$ cat src/rtl/jtopl_acc_pkg.sv
// Shared helpers for the operator-path accumulators:
// saturation limits, sign extension and add-with-overflow.
package jtopl_acc_pkg;

    typedef struct packed {
        logic [31:0] sum;
        logic        ovf;
    } add_res_t;

    function automatic logic [31:0] sat_max(input int w);
        logic [31:0] m;
        m = '1;
        return m >> (33 - w);
    endfunction

    function automatic logic [31:0] sat_min(input int w);
        return ~sat_max(w);
    endfunction

    function automatic logic [31:0] sext(input logic [31:0] x, input int w);
        logic signed [31:0] t;
        t = x << (32 - w);
        return t >>> (32 - w);
    endfunction

    // Overflow is judged at width w: operand signs agree, result sign differs
    function automatic add_res_t add_ovf(
        input logic [31:0] a,
        input logic [31:0] b,
        input int          w
    );
        add_res_t r;
        r.sum = a + b;
        r.ovf = (a[w-1] == b[w-1]) && (r.sum[w-1] != a[w-1]);
        return r;
    endfunction

endpackage

$ cat src/rtl/jtopl_multi_acc_lane.sv
// One mixer lane: frame accumulator, committed output,
// overflow/saturation handling and sticky clip flag.
module jtopl_acc_lane
    import jtopl_acc_pkg::*;
#(
    parameter int OUTW = 16,
    parameter int SAT  = 1
) (
    input  logic            clk,
    input  logic            rst_n,
    input  logic            cenop,
    input  logic            zero,
    input  logic [OUTW-1:0] cur,
    input  logic [1:0]      shift,
    input  logic            clip_clr,
    output logic [OUTW-1:0] snd,
    output logic            clip
);

    localparam int EW = OUTW + 3;

    logic [OUTW-1:0]      acc;
    logic [OUTW-1:0]      acc_nxt;
    logic [OUTW-1:0]      shd;
    logic [OUTW-1:0]      vmax;
    logic [OUTW-1:0]      vmin;
    logic signed [EW-1:0] ext;
    logic [3:0]           top;
    logic                 ovf;
    logic                 sovf;
    logic                 clip_set;
    add_res_t             ar;

    always_comb begin
        vmax    = OUTW'(sat_max(OUTW));
        vmin    = OUTW'(sat_min(OUTW));
        ar      = add_ovf(32'($signed(acc)), 32'($signed(cur)), OUTW);
        ovf     = ar.ovf;
        acc_nxt = OUTW'(ar.sum);
        if (ovf && SAT != 0)
            acc_nxt = acc[OUTW-1] ? vmin : vmax;
        // Three guard bits catch anything shifted past the sign
        ext  = EW'($signed(acc)) <<< shift;
        top  = ext[EW-1:OUTW-1];
        sovf = !((&top) || !(|top));
        shd  = ext[OUTW-1:0];
        if (sovf)
            shd = acc[OUTW-1] ? vmin : vmax;
        clip_set = cenop && (zero ? sovf : ovf);
    end

    always_ff @(posedge clk or negedge rst_n) begin
        if (!rst_n) begin
            acc <= '0;
            snd <= '0;
        end else if (cenop) begin
            if (zero) begin
                snd <= shd;
                acc <= cur;
            end else begin
                acc <= acc_nxt;
            end
        end
    end

    always_ff @(posedge clk or negedge rst_n) begin
        if (!rst_n)
            clip <= 1'b0;
        else if (clip_set)
            clip <= 1'b1;
        else if (clip_clr)
            clip <= 1'b0;
    end

endmodule

$ cat src/rtl/jtopl_multi_acc.sv
// Multi-lane saturating mixer: routes each operator slot into
// selected lanes and commits gain-shifted frame sums on zero.
module jtopl_multi_acc
    import jtopl_acc_pkg::*;
#(
    parameter int INW  = 13,
    parameter int OUTW = 16,
    parameter int CH   = 2,
    parameter int SAT  = 1
) (
    input  logic               clk,
    input  logic               rst_n,
    input  logic               cenop,
    input  logic [INW-1:0]     op_result,
    input  logic [CH-1:0]      sum_en,
    input  logic               zero,
    input  logic [1:0]         shift,
    input  logic               clip_clr,
    output logic [CH*OUTW-1:0] snd,
    output logic               snd_valid,
    output logic [CH-1:0]      clip
);

    logic [OUTW-1:0] sample;

    assign sample = OUTW'(sext(32'(op_result), INW));

    always_ff @(posedge clk or negedge rst_n) begin
        if (!rst_n)
            snd_valid <= 1'b0;
        else
            snd_valid <= cenop & zero;
    end

    for (genvar c = 0; c < CH; c++) begin : g_lane
        logic [OUTW-1:0] cur;

        assign cur = sum_en[c] ? sample : '0;

        jtopl_acc_lane #(
            .OUTW (OUTW),
            .SAT  (SAT)
        ) u_lane (
            .clk      (clk),
            .rst_n    (rst_n),
            .cenop    (cenop),
            .zero     (zero),
            .cur      (cur),
            .shift    (shift),
            .clip_clr (clip_clr),
            .snd      (snd[c*OUTW +: OUTW]),
            .clip     (clip[c])
        );
    end

endmodule

$ cat config.mk
export PLATFORM = sky130hd
export DESIGN_NAME = jtopl_multi_acc
export DESIGN_NICKNAME = d
export VERILOG_FILES = /design/src/rtl/jtopl_acc_pkg.sv /design/src/rtl/jtopl_multi_acc_lane.sv /design/src/rtl/jtopl_multi_acc.sv
export SDC_FILE = /design/constraint.sdc
export NUM_CORES = 1
export LEC_CHECK = 0
export BUFFER_PORTS_ARGS = -buffer_cell sky130_fd_sc_hd__buf_2
export CORE_UTILIZATION = 55
export CTS_BUF_LIST = sky130_fd_sc_hd__clkbuf_2 sky130_fd_sc_hd__clkbuf_4 sky130_fd_sc_hd__clkbuf_8
export DETAILED_ROUTE_END_ITERATION = 6
export PLACE_DENSITY = 0.87
export SLEW_MARGIN = 25
export SYNTH_ARGS = -nofsm -noshare
export SYNTH_HDL_FRONTEND = slang
export SYNTH_HIERARCHICAL = 1
export SYNTH_SLANG_ARGS = --single-unit
$ cat constraint.sdc
create_clock -name clk -period 3.2 [get_ports clk]
set_input_delay 0.48 -clock clk [delete_from_list [all_inputs] [get_ports clk]]
set_output_delay 0.48 -clock clk [all_outputs]
set_load 0.02 [all_outputs]
[After elaboration in Yosys (flattened, before gate mapping)]
Index checks and enable logic that the tools add are counted.
Cells by class
  add/subtract/negate cells: 2
  equality and inequality tests: 4
  shift operators: 2
  muxes and demuxes: 15
  bitwise logic cells: 1
  reductions and logical operators: 17
Operator list (count)
  $mux W16: 10
  $sshl A16 B2 Y19: 2
  $add A16 B16 Y16: 2
  $reduce_and A4 Y1: 2
  $reduce_or A4 Y1: 2
  $mux W1: 5
  $logic_and A1 B1 Y1: 4
  $logic_not A1 Y1: 4
  $reduce_bool A2 Y1: 2
  $eq A1 B1 Y1: 2
  $logic_or A1 B1 Y1: 2
  $ne A1 B1 Y1: 2
  $reduce_and A2 Y1: 1
  $and A1 B1 Y1: 1
Storage, ports and cells
  register bits: 67
  output and inout port bits: 35

[Longest topological paths before layout]
Gate-level depths: netlist of run 1.
  word-level depth: 8
  gate-level depth with buffers: 12

[Modules after synthesis]
Netlist of run 1, hierarchy kept.
By module, submodules not included
  jtopl_acc_lane at g_lane[0].u_lane: instances 1, cells each 309, area each 2706.3 µm²
  jtopl_acc_lane at g_lane[1].u_lane: instances 1, cells each 313, area each 2653.8 µm²
  jtopl_multi_acc: instances 1, cells each 30, area each 212.7 µm²

[Worst setup path before layout of run 1]
No wires, ideal clock.
  kind: input port to flip-flop
  from: in sum_en[1]
  to: reg g_lane[1].u_lane.acc[6]
  library setup time: 73 ps
  arrival time: 2525 ps
  data required time: 3127 ps
  slack: 602 ps
  stages: 11
  path through: buf_6 and2_1 ha_1 clkbuf_8 nand4_1 nor3b_1 o21ai_2 and4_4 buf_6 o41a_1 a21oi_2
Between the ends
  word-level cells in the longest chain between the ends: 6
  elaborated cells on any way between the ends: 7
Ends and longest elaborated chain
  from (decl): RTL line jtopl_multi_acc.sv:15  | input logic [CH-1:0] sum_en,
  $mux W16: RTL line jtopl_multi_acc.sv:38  | assign cur = sum_en[c] ? sample : '0;
  via g_lane[1].cur[12]: RTL line jtopl_multi_acc.sv:36  | logic [OUTW-1:0] cur;
  $add A16 B16 Y16: RTL line jtopl_acc_pkg.sv:33  | r.sum = a + b;
  $ne A1 B1 Y1: RTL line jtopl_acc_pkg.sv:34  | r.ovf = (a[w-1] == b[w-1]) && (r.sum[w-1] != a[w-1]);
  $logic_and A1 B1 Y1: RTL line jtopl_acc_pkg.sv:34
  $mux W16: RTL line jtopl_multi_acc_lane.sv:40  | if (ovf && SAT != 0)
  $mux W16: RTL line jtopl_multi_acc_lane.sv:57  | if (zero) begin
  to (signal assigned): RTL line jtopl_multi_acc_lane.sv:59  | acc <= cur;
  to (signal assigned): RTL line jtopl_multi_acc_lane.sv:61  | acc <= acc_nxt;
  to (decl): RTL line jtopl_multi_acc_lane.sv:22  | logic [OUTW-1:0] acc;
The timed path passes the listed nets, and every way through them passes these cells.
A chain may end at the register's enable or synchronous reset.

[Final worst setup path of run 1]
  from: in sum_en[0]
  to: reg g_lane[0].u_lane.acc[13]
Between the ends
  word-level cells in the longest chain between the ends: 6
  elaborated cells on any way between the ends: 7
Ends and longest elaborated chain (RTL line)
  $mux W16 (*): jtopl_multi_acc.sv:38
  via g_lane[0].cur[12]: jtopl_multi_acc.sv:36
  $add A16 B16 Y16 (*): jtopl_acc_pkg.sv:33
  $ne A1 B1 Y1: jtopl_acc_pkg.sv:34
  $logic_and A1 B1 Y1: jtopl_acc_pkg.sv:34
  $mux W16 (*): jtopl_multi_acc_lane.sv:40
  $mux W16 (*): jtopl_multi_acc_lane.sv:57
  to (signal assigned): jtopl_multi_acc_lane.sv:59
  to (signal assigned): jtopl_multi_acc_lane.sv:61
  to (decl): jtopl_multi_acc_lane.sv:22
The timed path passes the listed nets; every way through them passes the cells marked *.

==> flow_metrics.tcl, run 1 <==
set metrics [dict create \
    status "completed" \
    diodes 0 \
    routed_wirelength_um 13500 \
    ys_types 70 \
    worst-slew-pin-transition_ns 0.807 \
    utilization_pct 60.9 \
    cts_tree "yes" \
    multi_input_area_mm2 0.00355 \
    ios 57 \
    ys_warn_count 6 \
    cts_resized 0 \
    rsz0062_at_grt "false" \
    track_usage_pct 26.6 \
    place_congestion 0.999 \
    p_total_mw 3.76 \
    fp.coreArea_mm2 0.00982 \
    cts_hold_buf 0 \
    ys_seq_area_share_pct 30.1 \
    root_buffer "clkbuf_8" \
    dr.pass1.iters 5 \
    clk_latency_ns 0.34 \
    slowest_stage "o211a_1" \
    finalClockSkew_ns 0.00464 \
    setup-violations-final 0 \
    wl_per_cell_um 16.3 \
    fin_crit_sh_pct 85.0 \
    worstPathArrival_ns 2.98 \
    clock_path_buffers 2 \
    grt_first_pass_wirelength_um 21700 \
    viasPerCell 6.13 \
    dp_hpwl_um 10600 \
    crit_path_end_kind "flip-flop" \
    synth_area_leader_cell "dfrtp_1" \
    synth_edf_count 0 \
    ys_ff_latch 67 \
    met1_usage_pct 39.1 \
    max_slew_margin_pct 46.0 \
    cp.required_ns 3.46 \
    min_path_type "input pin to async pin" \
    nets 742 \
    vias 5054 \
    overflow 0 \
    first_iter_violations 532 \
    initial_utilization_pct 56.8 \
    cts_buffers 9 \
    num_rows 36 \
    grt_max_degree 41 \
    cts.clk_slew.worst_paths_ns 0.06 \
    area_delta_synth_final_pct 7.27 \
    synth_ff_type "dfrtp_1" \
    seq_area_mm2 0.00168 \
    portBuffers 56 \
    ys_async_sr_fraction_pct 100 \
    crit_chain "buf_2 > and2_1 > ha_1 > a21oi_1 > o21bai_1 > a21oi_1 > o211a_1 > mux2i_4 > o21ai_1 > a21oi_1" \
    critPathMostFrequentCell "a21oi_1" \
    final_cells 824 \
    synthesis.instances 652 \
    critical_path.max_fanout 13 \
    cp-start-kind "input pin" \
    fin_setup_tns_ns 0 \
    gr-usage-met2_pct 40.8 \
    drive_gt1_share_pct 16.8 \
    htreeDepth 3 \
    dieHeight_um 103 \
    syn_area_mm2 0.00557 \
    crit_type "input pin to flip-flop" \
    max_stage_delay_ns 0.42 \
    syn_avg_cell_area_um2 8.55 \
    cts_setup_buffers 0 \
    fmax_mhz 368 \
    place_area_mm2 0.00582 \
    power_leakage_nw 2.64 \
    power_density_mw_per_mm2 629 \
    fp.dieW_um 103 \
    drc 0 \
    netlist_top_cells_area "dfrtp_1, a21oi_1, ha_1" \
    grt-busiest-layer "met2" \
    ir_drop_v 0.000288 \
    fin_crit_ns 2.72 \
    synth_fp_nets 706 \
    antenna_found_initial 0 \
    max_cap_viol_count 0 \
    fill_cells 874 \
    dpl.cell_count 810 \
    clkSinkCount 67 \
    ant_nets 0 \
    postLayoutCellArea_mm2 0.00598 \
    pre_cts_slack_ns 0.171 \
    slew_viol_final 0 \
    grt_pass1_vias 4516 \
    fin_ws_ns 0.480 \
    use_met3_pct 4.14 \
    hold_viol 0 \
    yosys.area.top_type_share_pct 30.1 \
    holdWs_ns 0.0923 \
    die_area_mm2 0.0105 \
]
-- where the power goes --
group / total [mW] / internal, mW / switching (mW)
combinational: 1.84 / 0.755 / 1.08
clock: 0.590 / 0.316 / 0.273
sequential: 1.33 / 1.07 / 0.265
-- sequential cells by signal (all words and copies together) (netlist names) --
signal	count
g_lane.u_lane/snd	32
g_lane.u_lane/acc	32
g_lane.u_lane/clip	2
snd_valid	1
-- cell type report --
class / instances / area share, %
Tap cell: 133 / 2.78
Timing Repair Buffer: 65 / 5.82
Inverter: 19 / 1.19
Sequential cell: 67 / 28.0
Clock buffer: 14 / 2.70
Multi-Input combinational cell: 526 / 59.5
-- cells by family (layout without fill, tap and decap cells) --
family,count (synthesis),in the layout,share of synthesized area (%)
simple gates,214,214,19.3
mux,30,30,9.27
compound gates,231,231,24.7
buf+inv,59,98,6.13
xor+xnor,19,19,2.99
fa+ha+maj,32,32,7.45
flops,67,67,30.1
-- final timing paths --
kind / endpoint / cells past startpoint / slack [ns] / from
max: g_lane[0].u_lane/acc[13]$_DFFE_PN0P_ / 10 / 0.48 / sum_en[0]
min: g_lane[0].u_lane/snd[14]$_DFFE_PN0P_ / 1 / 0.09 / rst_n
max reg2reg: g_lane[0].u_lane/acc[13]$_DFFE_PN0P_ / 8 / 0.57 / g_lane[0].u_lane/acc[4]$_DFFE_PN0P_
min reg2reg: g_lane[0].u_lane/snd[13]$_DFFE_PN0P_ / 2 / 0.48 / g_lane[0].u_lane/snd[13]$_DFFE_PN0P_
max in group asynchronous: g_lane[1].u_lane/snd[8]$_DFFE_PN0P_ / 2 / 2.41 / rst_n
min in group clk: g_lane[1].u_lane/clip$_DFFE_PN0P_ / 2 / 0.40 / clip_clr
-- synth_stat cells (3+ instances only) --
master      n
a211oi_1    8
a21o_1     10
a21oi_1    76
a21oi_2     4
a22oi_1     3
a31oi_1    13
and2_1     29
and4_1      3
buf_2       8
buf_6       3
clkbuf_1   18
clkbuf_8    4
dfrtp_1    67
ha_1       30
inv_1      18
mux2_2      3
mux2i_1    10
mux4_2     16
nand2_1    78
nand2b_1    5
nand3_1     8
nand3b_1    9
nand4_1     5
nor2_1     37
nor2b_1     6
nor3_1     12
o2111ai_1   4
o21a_1      6
o21ai_0    75
o22ai_1     4
o31ai_1     4
or3_1       9
xnor2_1    12
xor2_1      7
-- cells in the final DEF (no fill, tap or decap), drive strengths merged, types with 4 or more instances in the layout --
cell type / n
o21ai: 78
nand3b: 10
nor3: 12
mux4: 16
and4: 4
nand2: 79
dfrtp: 67
nor2: 39
and2: 29
nand4: 5
mux2i: 11
o22ai: 4
xor2: 7
a31oi: 13
clkbuf: 14
a211oi: 9
buf: 65
o2111ai: 4
inv: 18
o31ai: 4
nand3: 8
nor2b: 6
a21o: 11
ha: 30
nand2b: 5
o21a: 6
xnor2: 12
a21oi: 80
or3: 9
-- worst max-delay path: cells and delay by family --
kind / cells / cell delay [ns]
and+or+nand+nor: 1 / 0.41
AOI/OAI and AO/OA: 6 / 1.13
adders and majority gates: 1 / 0.38
buffers and inverters: 1 / 0.17
muxes: 1 / 0.39
-- per-layer routing --
layer / part of all wire [%] / routed length (µm) / vias to the layer above
met1: 48 / 6410 / 2365
met5: 0 / 0 / -
met4: 1.0 / 136 / 0
met2: 44 / 5950 / 225
met3: 7.2 / 971 / 12
li1: - / - / 2452
No activity file was read; power rests on OpenSTA's default activity.
==> run 2: changes to the inputs <==
--- a/config.mk
+++ b/config.mk
@@ -5,6 +5,7 @@
 export SDC_FILE = /design/constraint.sdc
 export NUM_CORES = 1
 export LEC_CHECK = 0
+export ABC_AREA = 1
 export BUFFER_PORTS_ARGS = -buffer_cell sky130_fd_sc_hd__buf_2
 export CORE_UTILIZATION = 55
 export CTS_BUF_LIST = sky130_fd_sc_hd__clkbuf_2 sky130_fd_sc_hd__clkbuf_4 sky130_fd_sc_hd__clkbuf_8
==> constraint.sdc (replaced) <==
create_clock -name clk -period 2.55 [get_ports clk]
set_input_delay 0.3825 -clock clk [delete_from_list [all_inputs] [get_ports clk]]
set_output_delay 0.3825 -clock clk [all_outputs]
set_load 0.02 [all_outputs]
==> flow_metrics.tcl, run 2 <==
set metrics [dict create \
    status "completed" \
    pwr-share-clk_pct 20.8 \
    diodes 0 \
    dieHeight_um 103 \
    synth_fp_nets 893 \
    htreeDepth 3 \
    nets 956 \
    max_slew_margin_pct 58.8 \
    final_cells 1040 \
    synth_area_leader_cell "dfrtp_1" \
    ant_nets 0 \
    crit_chain "ha_1 > nand2_1 > nor2_1 > nand3_1 > nand2_1 > nand2_1 > nand2_2 > nand2_1 > o21ai_4 > a21oi_1 > a22oi_1" \
    clk_latency_ns 0.35 \
    r2r-start "g_lane[1].u_lane/acc[6]$_DFFE_PN0P_" \
    fin_crit_ns 2.34 \
    clkSinkCount 67 \
    postLayoutCellArea_mm2 0.00628 \
    ys_async_sr_fraction_pct 100 \
    final_common_cell "nand2_1" \
    netlist_top_cells_area "dfrtp_1, nand2_1, nor2_1" \
    cts.clk_slew.worst_paths_ns 0.08 \
    p_sw_mw 2.13 \
    syn_area_mm2 0.00558 \
    cts_tree "yes" \
    fmax_mhz 427 \
    crit_path_end_kind "flip-flop" \
    setup-violations-final 0 \
    grt_pass1_vias 5012 \
    slowest_stage "dfrtp_1" \
    ir_drop_v 0.000364 \
    power_density_mw_per_mm2 780 \
    drive_gt1_share_pct 13.0 \
    crit_type "flip-flop to flip-flop" \
    cts_hold_buf 0 \
    dr.pass1.iters 6 \
    cts_setup_buffers 0 \
    track_usage_pct 30.1 \
    fp.dieW_um 103 \
    cts_resized 0 \
    min_path_type "input pin to async pin" \
    wl_per_cell_um 14.1 \
    p_sw_share_pct 43.5 \
    dpl.cell_count 1024 \
    hold_viol 0 \
    portBuffers 56 \
    area_delta_synth_final_pct 12.6 \
    path_delay_family "simple AND/OR/NAND/NOR gates" \
    routed_wirelength_um 14700 \
    p_total_mw 4.90 \
    fin_crit_sh_pct 91.9 \
    fp.coreArea_mm2 0.00982 \
    finalClockSkew_ns 0.00806 \
    cts_buffers 9 \
    ys_seq_area_share_pct 30.1 \
    critPathMostFrequentCell "nand2_1" \
    rrSetupSlack_ns 0.21 \
    power_leakage_nw 3.43 \
    drc 0 \
    worst-slew-pin-transition_ns 0.618 \
    synth_edf_count 0 \
    critical_path.max_fanout 9 \
    syn_avg_cell_area_um2 6.65 \
    yosysMostFrequentCell "nand2_1" \
    pwr-share-comb_pct 46.5 \
    antenna_found_initial 0 \
    worstReg2RegEnd "g_lane[1].u_lane/acc[1]$_DFFE_PN0P_" \
    grt_first_pass_wirelength_um 24600 \
    dp_hpwl_um 11400 \
    place_congestion 1.00 \
    viasPerCell 5.45 \
    slew_viol_final 0 \
    synthesis.instances 839 \
    max_cap_viol_count 0 \
    place_area_mm2 0.00605 \
    die_area_mm2 0.0105 \
    initial_utilization_pct 56.8 \
    ys_ff_latch 67 \
    worstPathArrival_ns 2.59 \
    final_cell_mix "nand2_1, nor2_1, inv_1" \
    clock_path_buffers 2 \
    ys_types 39 \
    netlist_top_cells_count "nand2_1, nor2_1, inv_1, a21oi_1, dfrtp_1" \
    root_buffer "clkbuf_8" \
    sequentialPowerShare_pct 32.7 \
    fin_setup_tns_ns 0 \
    ys_warn_count 6 \
    yosys.area.top_type_share_pct 30.1 \
    cp.required_ns 2.80 \
    p_int_mw 2.77 \
    grt_max_degree 45 \
    rsz0062_at_grt "false" \
    vias 5664 \
    max_stage_delay_ns 0.46 \
    reg_top3 "g_lane.u_lane/acc x32, g_lane.u_lane/snd x32, g_lane.u_lane/clip x2" \
    first_iter_violations 643 \
    synth_ff_type "dfrtp_1" \
    overflow 0 \
    reg2reg_depth 11 \
    path_buf_inv 0 \
    ios 57 \
    cp-start-kind "flip-flop" \
    num_rows 36 \
]
-- run 2: cell types whose count changed after synthesis, sizes merged, moves of 21 or more --
cell   previous run  this run
nand3             8        35
nor2             39       127
inv              18        85
o21ai            78        57
nand2            79       240
and2             29         2
-- run 2: per-stage QoR --
stage / setup WS, ns / hold WS, ns / utilization, %
final: 0.206 / 0.0298 / 63.9
after global routing: 0.0358 / 0.0563 / 63.9
after CTS: 0.265 / 0.0463 / 63.9
after detailed placement: 0.0798 / 0.427 / 61.6
after global placement: 0.0762 / 0.421 / 61.6
after floorplan: 0.427 / 0.0869 / -
-- run 2: area by class of cell --
class / instances / area, µm²
Sequential cell: 67 / 1680
Clock buffer: 12 / 153
Clock inverter: 4 / 73.8
Inverter: 88 / 330
Timing Repair Buffer: 78 / 458
Fill cell: 911 / 3540
Multi-Input combinational cell: 658 / 3420
Tap cell: 133 / 166
-- run 2: cells by family (layout without fill, tap and decap cells) --
| family | after synthesis | in the layout | synth area share (%) |
|---|---|---|---|
| and+or+nand+nor | 426 | 426 | 30.9 |
| muxes | 14 | 14 | 2.51 |
| AOI/OAI and AO/OA | 163 | 163 | 16.8 |
| adders and majority gates | 32 | 32 | 7.45 |
| DFF | 67 | 67 | 30.1 |
| buffers and inverters | 114 | 182 | 8.61 |
| xor gates and xnor gates | 23 | 23 | 3.61 |
-- run 2: power groups by stage --
stage / sequential (mW) / clock [mW] / combinational, mW
after detailed placement: 1.61 / 0 / 2.23
after global routing: 1.64 / 1.08 / 2.59
final: 1.60 / 1.02 / 2.28
after global placement: 1.59 / 0 / 2.20
after CTS: 1.59 / 1.03 / 2.26
after floorplan: 1.72 / 0 / 1.48
-- run 2: layer usage --
| metal | share of wire [%] | up-vias | GRT usage [%] |
|---|---|---|---|
| met3 | 10 | 16 | 6.10 |
| met1 | 47 | 2533 | 45.1 |
| li1 | - | 2846 | - |
| met2 | 42 | 269 | 43.9 |
| met5 | 0 | - | 0 |
| met4 | 1.0 | 0 | 7.69 |
-- run 2: how the worst max path moves through the flow --
| stage | start | to | cells after the start |
|---|---|---|---|
| 2_1_floorplan | sum_en[0] | g_lane[0].u_lane/acc[10]$_DFFE_PN0P_ | 18 |
| 3_3_place_gp | sum_en[0] | g_lane[0].u_lane/acc[12]$_DFFE_PN0P_ | 14 |
| 3_5_place_dp | sum_en[1] | g_lane[1].u_lane/acc[12]$_DFFE_PN0P_ | 14 |
| 4_1_cts | g_lane[1].u_lane/acc[6]$_DFFE_PN0P_ | g_lane[1].u_lane/acc[1]$_DFFE_PN0P_ | 11 |
| 5_1_grt | g_lane[1].u_lane/acc[0]$_DFFE_PN0P_ | g_lane[1].u_lane/acc[12]$_DFFE_PN0P_ | 11 |
| 6_report | g_lane[1].u_lane/acc[6]$_DFFE_PN0P_ | g_lane[1].u_lane/acc[1]$_DFFE_PN0P_ | 11 |
==> run 3: changes to the inputs <==
--- a/config.mk
+++ b/config.mk
@@ -5,7 +5,6 @@
 export SDC_FILE = /design/constraint.sdc
 export NUM_CORES = 1
 export LEC_CHECK = 0
-export ABC_AREA = 1
 export BUFFER_PORTS_ARGS = -buffer_cell sky130_fd_sc_hd__buf_2
 export CORE_UTILIZATION = 55
 export CTS_BUF_LIST = sky130_fd_sc_hd__clkbuf_2 sky130_fd_sc_hd__clkbuf_4 sky130_fd_sc_hd__clkbuf_8
==> flow_metrics.tcl, run 3 (synthesis results as in run 1) <==
set metrics [dict create \
    postLayoutCellArea_mm2 0.00666 \
    grt_first_pass_wirelength_um 23800 \
    viasPerCell 5.99 \
    antenna_found_initial 0 \
    ios 57 \
    worst-slew-pin-transition_ns 0.809 \
    grt_max_degree 38 \
    max_cap_viol_count 0 \
    setup-violations-final 0 \
    track_usage_pct 29.1 \
    cts_buffers 9 \
    vias 5443 \
    root_buffer "clkbuf_8" \
    cts.clk_slew.worst_paths_ns 0.06 \
    wl_met3_um 1170 \
    rrSetupSlack_ns 0.05 \
    power_density_mw_per_mm2 780 \
    wl_per_cell_um 16.4 \
    die_area_mm2 0.0105 \
    crit_path_end_kind "flip-flop" \
    fin_crit_ns 2.50 \
    hold_viol 0 \
    initial_utilization_pct 56.8 \
    grt_pass1_vias 5044 \
    htreeDepth 3 \
    top_layer "met4" \
    max_slew_margin_pct 45.9 \
    crit_chain "ha_1 > buf_4 > nor2b_2 > o2111ai_1 > nand2_1 > a31oi_1 > xnor2_1 > buf_4 > a211oi_2 > nor3_1" \
    path_delay_family "compound AO/OA/AOI/OAI gates" \
    final_cell_mix "buf_4, nand2_1, o21ai_0" \
    fin_ws_ns 0.0542 \
    clock_path_buffers 2 \
    status "completed" \
    clk_latency_ns 0.34 \
    fp.coreArea_mm2 0.00982 \
    drive_gt1_share_pct 27.2 \
    fill_cells 803 \
    max_stage_delay_ns 0.47 \
    crit_type "flip-flop to flip-flop" \
    cp.required_ns 2.76 \
    ir_drop_v 0.000349 \
    dp_hpwl_um 11700 \
    reg_top3 "g_lane.u_lane/acc x32, g_lane.u_lane/snd x32, g_lane.u_lane/clip x2" \
    worstPathArrival_ns 2.71 \
    cp-start-kind "flip-flop" \
    wl_met2_um 6690 \
    overflow 0 \
    fmax_mhz 401 \
    dpl.cell_count 891 \
    clkSinkCount 67 \
    fp.dieW_um 103 \
    critPathMostFrequentCell "buf_4" \
    place_area_mm2 0.00644 \
    area_delta_synth_final_pct 19.6 \
    power_leakage_nw 3.06 \
    first_iter_violations 489 \
    pre_cts_slack_ns -0.208 \
    dieHeight_um 103 \
    multi_input_area_mm2 0.00359 \
    cts_hold_buf 0 \
    cts_tree "yes" \
    slew_viol_final 0 \
    place_congestion 0.984 \
    finalClockSkew_ns 0.00674 \
    ant_nets 0 \
    nets 826 \
    diodes 0 \
    critical_path.max_fanout 6 \
    num_rows 36 \
    slowest_stage "dfrtp_1" \
    wl_met1_um 6640 \
    drc 0 \
    path_buf_inv 2 \
    dr.pass1.iters 5 \
    final_cells 908 \
    min_path_type "input pin to async pin" \
    seq_area_mm2 0.00168 \
    fin_crit_sh_pct 97.9 \
    routed_wirelength_um 14900 \
    portBuffers 56 \
    final_common_cell "buf_4" \
]
==> run 3: changes by cell type in the layout (fill, tap and decap cells not counted), moves of 23 or more <==
cell and change:
nand2_1 -154, nor2_1 -91, buf_4 +71, inv_1 -63
and2_1 +27, nand3_1 -25, o21ai_0 +23
==> run 3: routing by layer <==
metal	vias up	GRT usage [%]
met5	-	0
met3	39	5.29
met1	2554	40.4
met4	0	9.89
met2	242	45.6
li1	2608	-
==> run 3: path summary, 6_finish.rpt <==
path / from / end / cells after the start
worst max-delay path: g_lane[0].u_lane/acc[2]$_DFFE_PN0P_ / g_lane[0].u_lane/acc[8]$_DFFE_PN0P_ / 10
max in group asynchronous: rst_n / g_lane[1].u_lane/snd[14]$_DFFE_PN0P_ / 2
worst min-delay path: rst_n / g_lane[0].u_lane/snd[11]$_DFFE_PN0P_ / 1
worst max register to register: g_lane[0].u_lane/acc[2]$_DFFE_PN0P_ / g_lane[0].u_lane/acc[8]$_DFFE_PN0P_ / 10
min in group clk: clip_clr / g_lane[1].u_lane/clip$_DFFE_PN0P_ / 2
worst min register to register: g_lane[1].u_lane/snd[15]$_DFFE_PN0P_ / g_lane[1].u_lane/snd[15]$_DFFE_PN0P_ / 2
==> run 3: area by class of cell <==
cell class,count,share of cell area [%]
inverter,19,1.07
tap,133,2.50
timing repair buffer,149,14.9
sequential,67,25.2
clock inverter,3,0.225
clock buffer,11,2.27
multi-input combinational,526,53.9
==> run 3: through the flow <==
| step | TNS [ns] | utilization, % | hold slack, ns | power, mW |
|---|---|---|---|---|
| 2_1_floorplan | 0 | - | 0.0869 | 3.37 |
| 3_3_place_gp | -1.47 | 65.6 | 0.457 | 4.25 |
| 3_5_place_dp | -4.33 | 65.6 | 0.467 | 4.37 |
| 4_1_cts | 0 | 67.3 | 0.112 | 5.12 |
| 5_1_grt | -0.0481 | 67.9 | 0.160 | 5.57 |
| 6_report | 0 | 67.9 | 0.104 | 5.20 |
==> run 3: what timing repair did <==
action,in CTS,in global routing
setup endpoints to repair,0,14
gates resized for setup,0,11
setup buffers,0,3
==> run 3: report_power, final <==
group	switching (mW)	leakage, nW	total, mW	internal [mW]
logic	1.54	2.17	2.83	1.29
clock network	0.349	0.0908	0.738	0.389
registers	0.283	0.800	1.63	1.34
==> run 3: worst register-to-register path, delay by kind of cell (launching register included) <==
kind | cells | cell delay, ns
AO/OA/AOI/OAI | 3 | 0.75
flip-flops | 1 | 0.47
adder cells (fa/ha/maj) | 1 | 0.34
AND/OR/NAND/NOR | 3 | 0.38
buffers and inverters | 2 | 0.30
XOR/XNOR | 1 | 0.11
